### src/rtl/c7blsu_pkg.sv
// Shared types for the LSU store buffer: drain FSM states, store entry layout, default depth.
package c7blsu_pkg;
  localparam int STBUF_DEPTH = 4;

  typedef enum logic [1:0] {
    IDLE   = 2'd0,
    SEND   = 2'd1,
    WAIT_B = 2'd2
  } drain_st_e;

  typedef struct packed {
    logic [31:0] addr;
    logic [31:0] data;
    logic [3:0]  strb;
  } st_ent_t;
endpackage

### src/rtl/c7blsu_stbuf_fifo.sv
// Store-entry FIFO: entry array, head/tail pointers, occupancy count and per-entry valid bits.
module c7blsu_stbuf_fifo
  import c7blsu_pkg::*;
#(
  parameter  int DEPTH = STBUF_DEPTH,
  localparam int CW    = $clog2(DEPTH + 1),
  localparam int PW    = $clog2(DEPTH)
) (
  input  logic                   clk,
  input  logic                   reset,
  input  logic                   push,
  input  st_ent_t                push_ent,
  input  logic                   pop,
  output st_ent_t                head_ent,
  output logic [CW-1:0]          cnt,
  output logic                   full,
  output logic                   empty,
  output logic [DEPTH-1:0]       vld,
  output logic [DEPTH-1:0][29:0] waddr
);
  logic [PW-1:0] head, tail;
  st_ent_t       ents [DEPTH];

  always_ff @(posedge clk or posedge reset) begin
    if (reset) begin
      head <= '0;
      tail <= '0;
      cnt  <= '0;
    end else begin
      if (push) tail <= tail + PW'(1);
      if (pop)  head <= head + PW'(1);
      case ({push, pop})
        2'b10:   cnt <= cnt + CW'(1);
        2'b01:   cnt <= cnt - CW'(1);
        default: ;
      endcase
    end
  end

  // push is gated by ~full and pop needs cnt!=0, so both never target one slot
  always_ff @(posedge clk or posedge reset) begin
    if (reset) begin
      vld <= '0;
      for (int i = 0; i < DEPTH; i++) ents[i] <= '0;
    end else begin
      for (int i = 0; i < DEPTH; i++) begin
        if (push && tail == PW'(i)) begin
          ents[i] <= push_ent;
          vld[i]  <= 1'b1;
        end else if (pop && head == PW'(i)) begin
          vld[i]  <= 1'b0;
        end
      end
    end
  end

  always_comb begin
    for (int i = 0; i < DEPTH; i++) waddr[i] = ents[i].addr[31:2];
  end

  assign head_ent = ents[head];
  assign full     = (cnt == CW'(DEPTH));
  assign empty    = (cnt == '0);
endmodule

### src/rtl/c7blsu_stbuf.sv
// Store buffer top: drains queued stores one at a time over the BIU AW/W handshake.
// C7B_STBUF_LDCHK_EN selects per-word load-hazard matching instead of wait-for-empty.
module c7blsu_stbuf
  import c7blsu_pkg::*;
#(
  parameter  int DEPTH = STBUF_DEPTH,
  localparam int CW    = $clog2(DEPTH + 1)
) (
  input  logic          clk,
  input  logic          reset,
  input  logic          st_val,
  input  logic [31:0]   st_addr,
  input  logic [31:0]   st_data,
  input  logic [3:0]    st_strb,
  output logic          st_rdy,
  output logic          stbuf_empty,
  output logic [CW-1:0] stbuf_cnt,
  input  logic [31:0]   ld_chk_addr,
  output logic          ld_chk_hit,
  output logic          lsu_biu_wr_aw_req,
  output logic [31:0]   lsu_biu_wr_addr,
  output logic          lsu_biu_wr_w_req,
  output logic [31:0]   lsu_biu_wr_data,
  output logic [3:0]    lsu_biu_wr_strb,
  output logic          lsu_biu_wr_last,
  input  logic          biu_lsu_wr_aw_ack,
  input  logic          biu_lsu_wr_w_ack,
  input  logic          biu_lsu_write_done
);
  drain_st_e              st_q, st_d;
  logic                   aw_pend_q, aw_pend_d, w_pend_q, w_pend_d;
  logic                   aw_left, w_left;
  logic                   push, pop, full;
  st_ent_t                in_ent, head_ent;
  logic [DEPTH-1:0]       vld;
  logic [DEPTH-1:0][29:0] waddr;

  assign in_ent = '{addr: st_addr, data: st_data, strb: st_strb};
  assign push   = st_val & ~full;
  assign st_rdy = ~full;

  c7blsu_stbuf_fifo #(.DEPTH(DEPTH)) u_fifo (
    .clk      (clk),
    .reset    (reset),
    .push     (push),
    .push_ent (in_ent),
    .pop      (pop),
    .head_ent (head_ent),
    .cnt      (stbuf_cnt),
    .full     (full),
    .empty    (stbuf_empty),
    .vld      (vld),
    .waddr    (waddr)
  );

  always_ff @(posedge clk or posedge reset) begin
    if (reset) begin
      st_q      <= IDLE;
      aw_pend_q <= 1'b0;
      w_pend_q  <= 1'b0;
    end else begin
      st_q      <= st_d;
      aw_pend_q <= aw_pend_d;
      w_pend_q  <= w_pend_d;
    end
  end

  // write_done only counts once both channels are acked (same-cycle final ack allowed)
  always_comb begin
    st_d      = st_q;
    aw_pend_d = aw_pend_q;
    w_pend_d  = w_pend_q;
    pop       = 1'b0;
    aw_left   = aw_pend_q & ~biu_lsu_wr_aw_ack;
    w_left    = w_pend_q & ~biu_lsu_wr_w_ack;
    case (st_q)
      IDLE: begin
        if (stbuf_cnt != '0) begin
          st_d      = SEND;
          aw_pend_d = 1'b1;
          w_pend_d  = 1'b1;
        end
      end
      SEND: begin
        aw_pend_d = aw_left;
        w_pend_d  = w_left;
        if (!aw_left && !w_left) begin
          if (biu_lsu_write_done) begin
            pop  = 1'b1;
            st_d = IDLE;
          end else begin
            st_d = WAIT_B;
          end
        end
      end
      WAIT_B: begin
        if (biu_lsu_write_done) begin
          pop  = 1'b1;
          st_d = IDLE;
        end
      end
      default: st_d = IDLE;
    endcase
  end

  assign lsu_biu_wr_aw_req = aw_pend_q;
  assign lsu_biu_wr_w_req  = w_pend_q;
  assign lsu_biu_wr_addr   = head_ent.addr;
  assign lsu_biu_wr_data   = head_ent.data;
  assign lsu_biu_wr_strb   = head_ent.strb;
  assign lsu_biu_wr_last   = 1'b1;

`ifdef C7B_STBUF_LDCHK_EN
  logic unused_ld;
  assign unused_ld = ^ld_chk_addr[1:0];

  always_comb begin
    ld_chk_hit = 1'b0;
    for (int i = 0; i < DEPTH; i++)
      if (vld[i] && waddr[i] == ld_chk_addr[31:2]) ld_chk_hit = 1'b1;
  end
`else
  logic unused_ld;
  assign unused_ld  = ^{ld_chk_addr, vld, waddr};
  assign ld_chk_hit = ~stbuf_empty;
`endif
endmodule

### config.mk
export PLATFORM = sky130hd
export DESIGN_NAME = c7blsu_stbuf
export DESIGN_NICKNAME = d
export VERILOG_FILES = /design/src/rtl/c7blsu_pkg.sv /design/src/rtl/c7blsu_stbuf_fifo.sv /design/src/rtl/c7blsu_stbuf.sv
export SDC_FILE = /design/constraint.sdc
export NUM_CORES = 1
export LEC_CHECK = 0
export CAP_MARGIN = 20
export CORE_MARGIN = 2
export CORE_UTILIZATION = 40
export DETAILED_ROUTE_END_ITERATION = 16
export GPL_TIMING_DRIVEN = 0
export HOLD_SLACK_MARGIN = 0.02
export SLEW_MARGIN = 15
export SYNTH_ARGS = -nofsm -noshare
export SYNTH_HDL_FRONTEND = slang
export SYNTH_HIERARCHICAL = 1
export SYNTH_SLANG_ARGS = --single-unit
### constraint.sdc
create_clock -name clk -period 14.4 [get_ports clk]
set_input_delay 4.32 -clock clk [delete_from_list [all_inputs] [get_ports clk]]
set_output_delay 4.32 -clock clk [all_outputs]
set_load 0.02 [all_outputs]
; ---- Yosys cells after proc, flatten, opt, wreduce, memory -nomap -nowiden
; Index checks and enable logic that the tools add are counted.
[totals]
regBits = 283
inputBits = 106
[op_classes]
n_addsub = 4
order_cmp = 1
n_eq_ne = 11
mux = 15
bitwise_logic = 8
reduce_logical = 15
[op_table]
columns = op, count
row1 = binary-select mux 68 bit (select 2 bit), 1
row2 = 2-to-1 mux 68 bit, 2
row3 = equality test 2 bit (second input constant), 4
row4 = 2-to-1 mux 2 bit, 4
row5 = equality test 2 x 1 -> 1 bit (second input constant), 3
row6 = != test 2 bit (second input constant), 3
row7 = one-hot mux 1 bit (2 select lines), 3
row8 = one-hot mux 2 bit (3 select lines), 1
row9 = one-hot mux 3 bit (2 select lines), 1
row10 = logical AND 1 bit, 5
row11 = adder 2 x 1 -> 2 bit (second input constant), 2
row12 = zero test 2 bit, 2
row13 = NOT 1 bit, 4
row14 = nonzero test 2 bit, 2
row15 = adder 3 x 1 -> 3 bit (second input constant), 1
row16 = bitwise AND 1 bit, 3
row17 = equality test 3 bit (second input constant), 1
row18 = greater-or-equal comparator 3 bit (second input constant), 1
row19 = zero test 3 bit, 1
row20 = 2-to-1 mux 1 bit, 3
row21 = NOT 2 -> 3 bit, 1
row22 = AND reduction 3 bit, 1
row23 = nonzero test 3 bit, 1
row24 = subtractor 3 x 1 -> 3 bit (second input constant), 1
row25 = 2 further kinds, 3

; ---- Longest topological paths before layout
[logic_depth]
word_depth = 8
depth_mapped = 11
ltp_nobuf = 10

; ---- Cells and area by module
; The synthesis kept the hierarchy.
[by_module_without_submodules]
columns = mod, n_inst, cells_each, area_per_inst_um2
row1 = c7blsu_stbuf_fifo, 1, 838, 13394.1
row2 = c7blsu_stbuf, 1, 40, 344.1

; ---- Worst setup path after synthesis
; OpenSTA, ideal clock, no wires.
[synth_timing]
path_kind = input to register
from = in biu_lsu_wr_w_ack
to = reg u_fifo.cnt[2]
arrival_ns = 5.672
slack_ns = 8.648
stages = 9
path_buffers = 0
cell_sequence = nand2b_1 > a31oi_1 > nor2_1 > ha_1 > inv_1 > fa_1 > xor2_1 > nor2_1 > xor2_1
[synth_between]
elab_chain_len = 8
word_cells_on_any_way = 10
[synth_lines]
columns = item, line
row1 = from (decl), c7blsu_stbuf.sv:27  ; input logic biu_lsu_wr_w_ack,
row2 = NOT 1 bit (*), c7blsu_stbuf.sv:75  ; w_left = w_pend_q & ~biu_lsu_wr_w_ack;
row3 = bitwise AND 1 bit (*), c7blsu_stbuf.sv:75
row4 = zero test 1 bit (*), c7blsu_stbuf.sv:87  ; if (!aw_left && !w_left) begin
row5 = logical AND 1 bit (*), c7blsu_stbuf.sv:87
row6 = 2-to-1 mux 1 bit (*), c7blsu_stbuf.sv:87
row7 = one-hot mux 1 bit (2 select lines) (*), c7blsu_stbuf.sv:76  ; case (st_q)
row8 = net pop, c7blsu_stbuf.sv:33  ; logic push, pop, full;
row9 = equality test 2 x 1 -> 1 bit or equality test 2 bit (tied branches), c7blsu_stbuf_fifo.sv:32  ; case ({push, pop})
row10 = one-hot mux 3 bit (2 select lines) or nonzero test 2 bit (tied branches), -
row11 = to (signal assigned), c7blsu_stbuf_fifo.sv:33  ; 2'b10: cnt <= cnt + CW'(1);
row12 = to (signal assigned), c7blsu_stbuf_fifo.sv:34  ; 2'b01: cnt <= cnt - CW'(1);
row13 = to (decl), c7blsu_stbuf_fifo.sv:15  ; output logic [CW-1:0] cnt,
; The timed path passes the listed nets; every way through them passes the cells marked *.
; A chain may end at the register's enable or synchronous reset.

; ---- Worst setup path in the final report
[layout_timing]
from = reg u_fifo.head[1]
to = out lsu_biu_wr_addr[18]
[layout_between]
elab_chain_len = 4
[layout_lines]
columns = item, line
row1 = from (decl), c7blsu_stbuf_fifo.sv:21  ; logic [PW-1:0] head, tail;
row2 = from (signal assigned), c7blsu_stbuf_fifo.sv:31  ; if (pop) head <= head + PW'(1);
row3 = NOT 2 -> 3 bit (not written as such), c7blsu_stbuf_fifo.sv:61  ; assign head_ent = ents[head];
row4 = binary-select mux 68 bit (select 2 bit), c7blsu_stbuf_fifo.sv:61
row5 = 2-to-1 mux 68 bit (not written as such) (2 in series), c7blsu_stbuf_fifo.sv:61
row6 = to (decl), c7blsu_stbuf.sv:21  ; output logic [31:0] lsu_biu_wr_addr,
; No other way between the ends. The select of a mux whose other input is x is not followed.

==> summary.md <==
| Metric | Value |
|---|---|
| Clock Path Buffers | `3` |
| Die W | `about 180 um` |
| Number of buffers inserted by hold repair at cts | `0` |
| Leading cell type in the layout, fill and taps excluded | `dfrtp_1` |
| Min-delay src | `u_fifo/ents[8]` |
| Slew Limit Fails | `0` |
| Number of global-route vias before repair | `around 7700` |
| # IOs | `183` |
| Final Hold Fails | `0` |
| Share of cells above drive strength 1 | `between 40% and 50%` |
| Synthesis Warnings | `6` |
| R2R depth | `10` |
| Crit. End Element | `output port` |
| Worst setup path startpoint | `u_fifo/head[1]` |
| Commonest non-fill, non-tap cells in the layout | `283 x dfrtp_1, 236 x mux2_2, 149 x clkdlybuf4s50_1` |
| Final WL | `26960 um` |
| Worst-path clk slew | `about 60 ps` |
| Sink Count | `283` |
| Area grow syn2layout | `23.98%` |
| Hold Worst Slack | `about 500 ps` |
| Fmax | `144.7 MHz` |
| Initial core utilization | `~40%` |
| Die Y-Extent | `about 180 um` |
| # port buffers | `149` |
| Core footprint | `31390 um^2` |
| Dpl cell area | `about 15000 um^2` |
| Nets | `between 1000 and 1500` |
| GR Util All Layers | `between 10% and 20%` |
| DRC Markers | `0` |
| TritonCTS Buffers | `31` |
| Insertion delay to the later sink of the worst-skew pair | `roughly 550 ps` |
| Status | `completed` |
| Pre-Repair DR Iteration Count | `4` |
| Hold WC Path Type | `register to register` |
| Setup TNS | `0 ps` |
| Leakage | `between 6 and 7 nW` |
| CTS resizes | `0` |
| Avg Inst Size Synth | `17.12 um^2` |
| Mapped Area | `between 10000 and 15000 um^2` |
| Gp weighted congestion | `0.7220` |
| Worst setup path class | `register to output port` |
| Via count | `around 7000` |
| Setup WS pre-CTS | `~8000 ps` |
| Period utilization | `47.98%` |
| Reg2reg start | `st_q[1]` |
| Root Driver | `clkbuf_16` |
| Post-CTS Setup Repair Bufs | `0` |
| HPWL after detailed placement | `18000 um` |
| Pin count of the biggest net entering global routing | `between 90 and 100` |
| Overall power | `between 4 and 5 mW` |
| Diodes inserted | `0` |
| Critical Path Start Type | `register` |
| Initial antenna violation count | `1` |
| Via density per instance | `5.156` |
| Avg WL per Cell | `20.06 um` |
| Fin worst setup slack | `between 7000 and 8000 ps` |
| Final worst path period need | `6909 ps` |
| First-pass GRT wire length | `between 40000 and 50000 um` |
| Arrival @ worst endpoint | `about 2600 ps` |
| Initial DRC count | `252` |
| Area of the die | `~33000 um^2` |
| Pwr/cell area | `264.4 nW/um^2` |
| Fin area | `between 15000 and 20000 um^2` |
| Endpoints failing setup | `0` |
| Post-DRT Antenna Nets | `0` |
| Worst Clk Skew | `10.70 ps` |
| Setup repair after global routing missed its margin | `no` |
| Row cnt | `65` |
| Worst vdd ir | `between 0.1 and 0.15 mV` |
| Post-Syn Instances | `roughly 740` |
| Hold path depth | `1` |
| CTS tree | `built` |
| WP data required | `roughly 10000 ps` |
| CP max FO | `10` |
| Syn nets | `855` |
| GRT overflow | `0` |
| MaxCap Viol Count | `0` |
| H-Tree Depth | `1` |
## power by group
group	internal [mW]	switching, mW	leakage [nW]
sequential	1.21	0.194	3.36
clock	0.439	0.304	0.465
combinational	1.15	0.850	2.90
total	2.80	1.35	6.73
## stage by stage
stage,util [%],instances
floorplan,-,739
global placement,46.66,1290
detailed placement,46.95,1293
CTS,49.98,1344
global route,49.98,1344
finish,49.98,1344
## critical path, stage by stage (launching register included)
cell and delay (ps):
dfrtp_1 320, buf_4 170, buf_6 210, buf_2 350
mux4_2 360, clkdlybuf4s50_1 620
## flip-flops by register name, summed over array words and instances (netlist names)
| signal | flops |
|---|---|
| u_fifo/ents | 152 |
| u_fifo/waddr | 120 |
| u_fifo/cnt | 3 |
| st_q | 2 |
| u_fifo/head | 2 |
| u_fifo/tail | 2 |
| lsu_biu_wr_aw_req | 1 |
| lsu_biu_wr_w_req | 1 |
## path summary, 6_finish.rpt
kind / slack [ps] / to
worst max-delay path: 7490 / lsu_biu_wr_addr[18]
worst min-delay path: 500 / u_fifo/ents[8]
worst max register to register: 12190 / u_fifo/cnt[2]
worst min register to register: 500 / u_fifo/ents[8]
max in group asynchronous: 9170 / u_fifo/ents[226]
min in group asynchronous: 4110 / lsu_biu_wr_aw_req
## per-layer routing
layer	wire (um)	GRT usage, %	part of all wire (%)	vias to the layer above
li1	-	-	-	3099
met1	12530	24.03	46	3659
met2	12690	27.10	47	131
met3	1274	3.670	4.7	39
met4	449	3.129	1.7	2
met5	13	0	0.048	-
## cell type report
class	count	area [um^2]
Timing Repair Buffer	152	1574
Clock inverter	6	61.31
Tap cell	402	503.0
Fill cell	2728	15700
Multi-Input combinational cell	393	5157
Inverter	15	63.81
Buffer	48	359.1
Sequential cell	283	7082
Clock buffer	45	888.4
(Power assumes the default switching activity.)
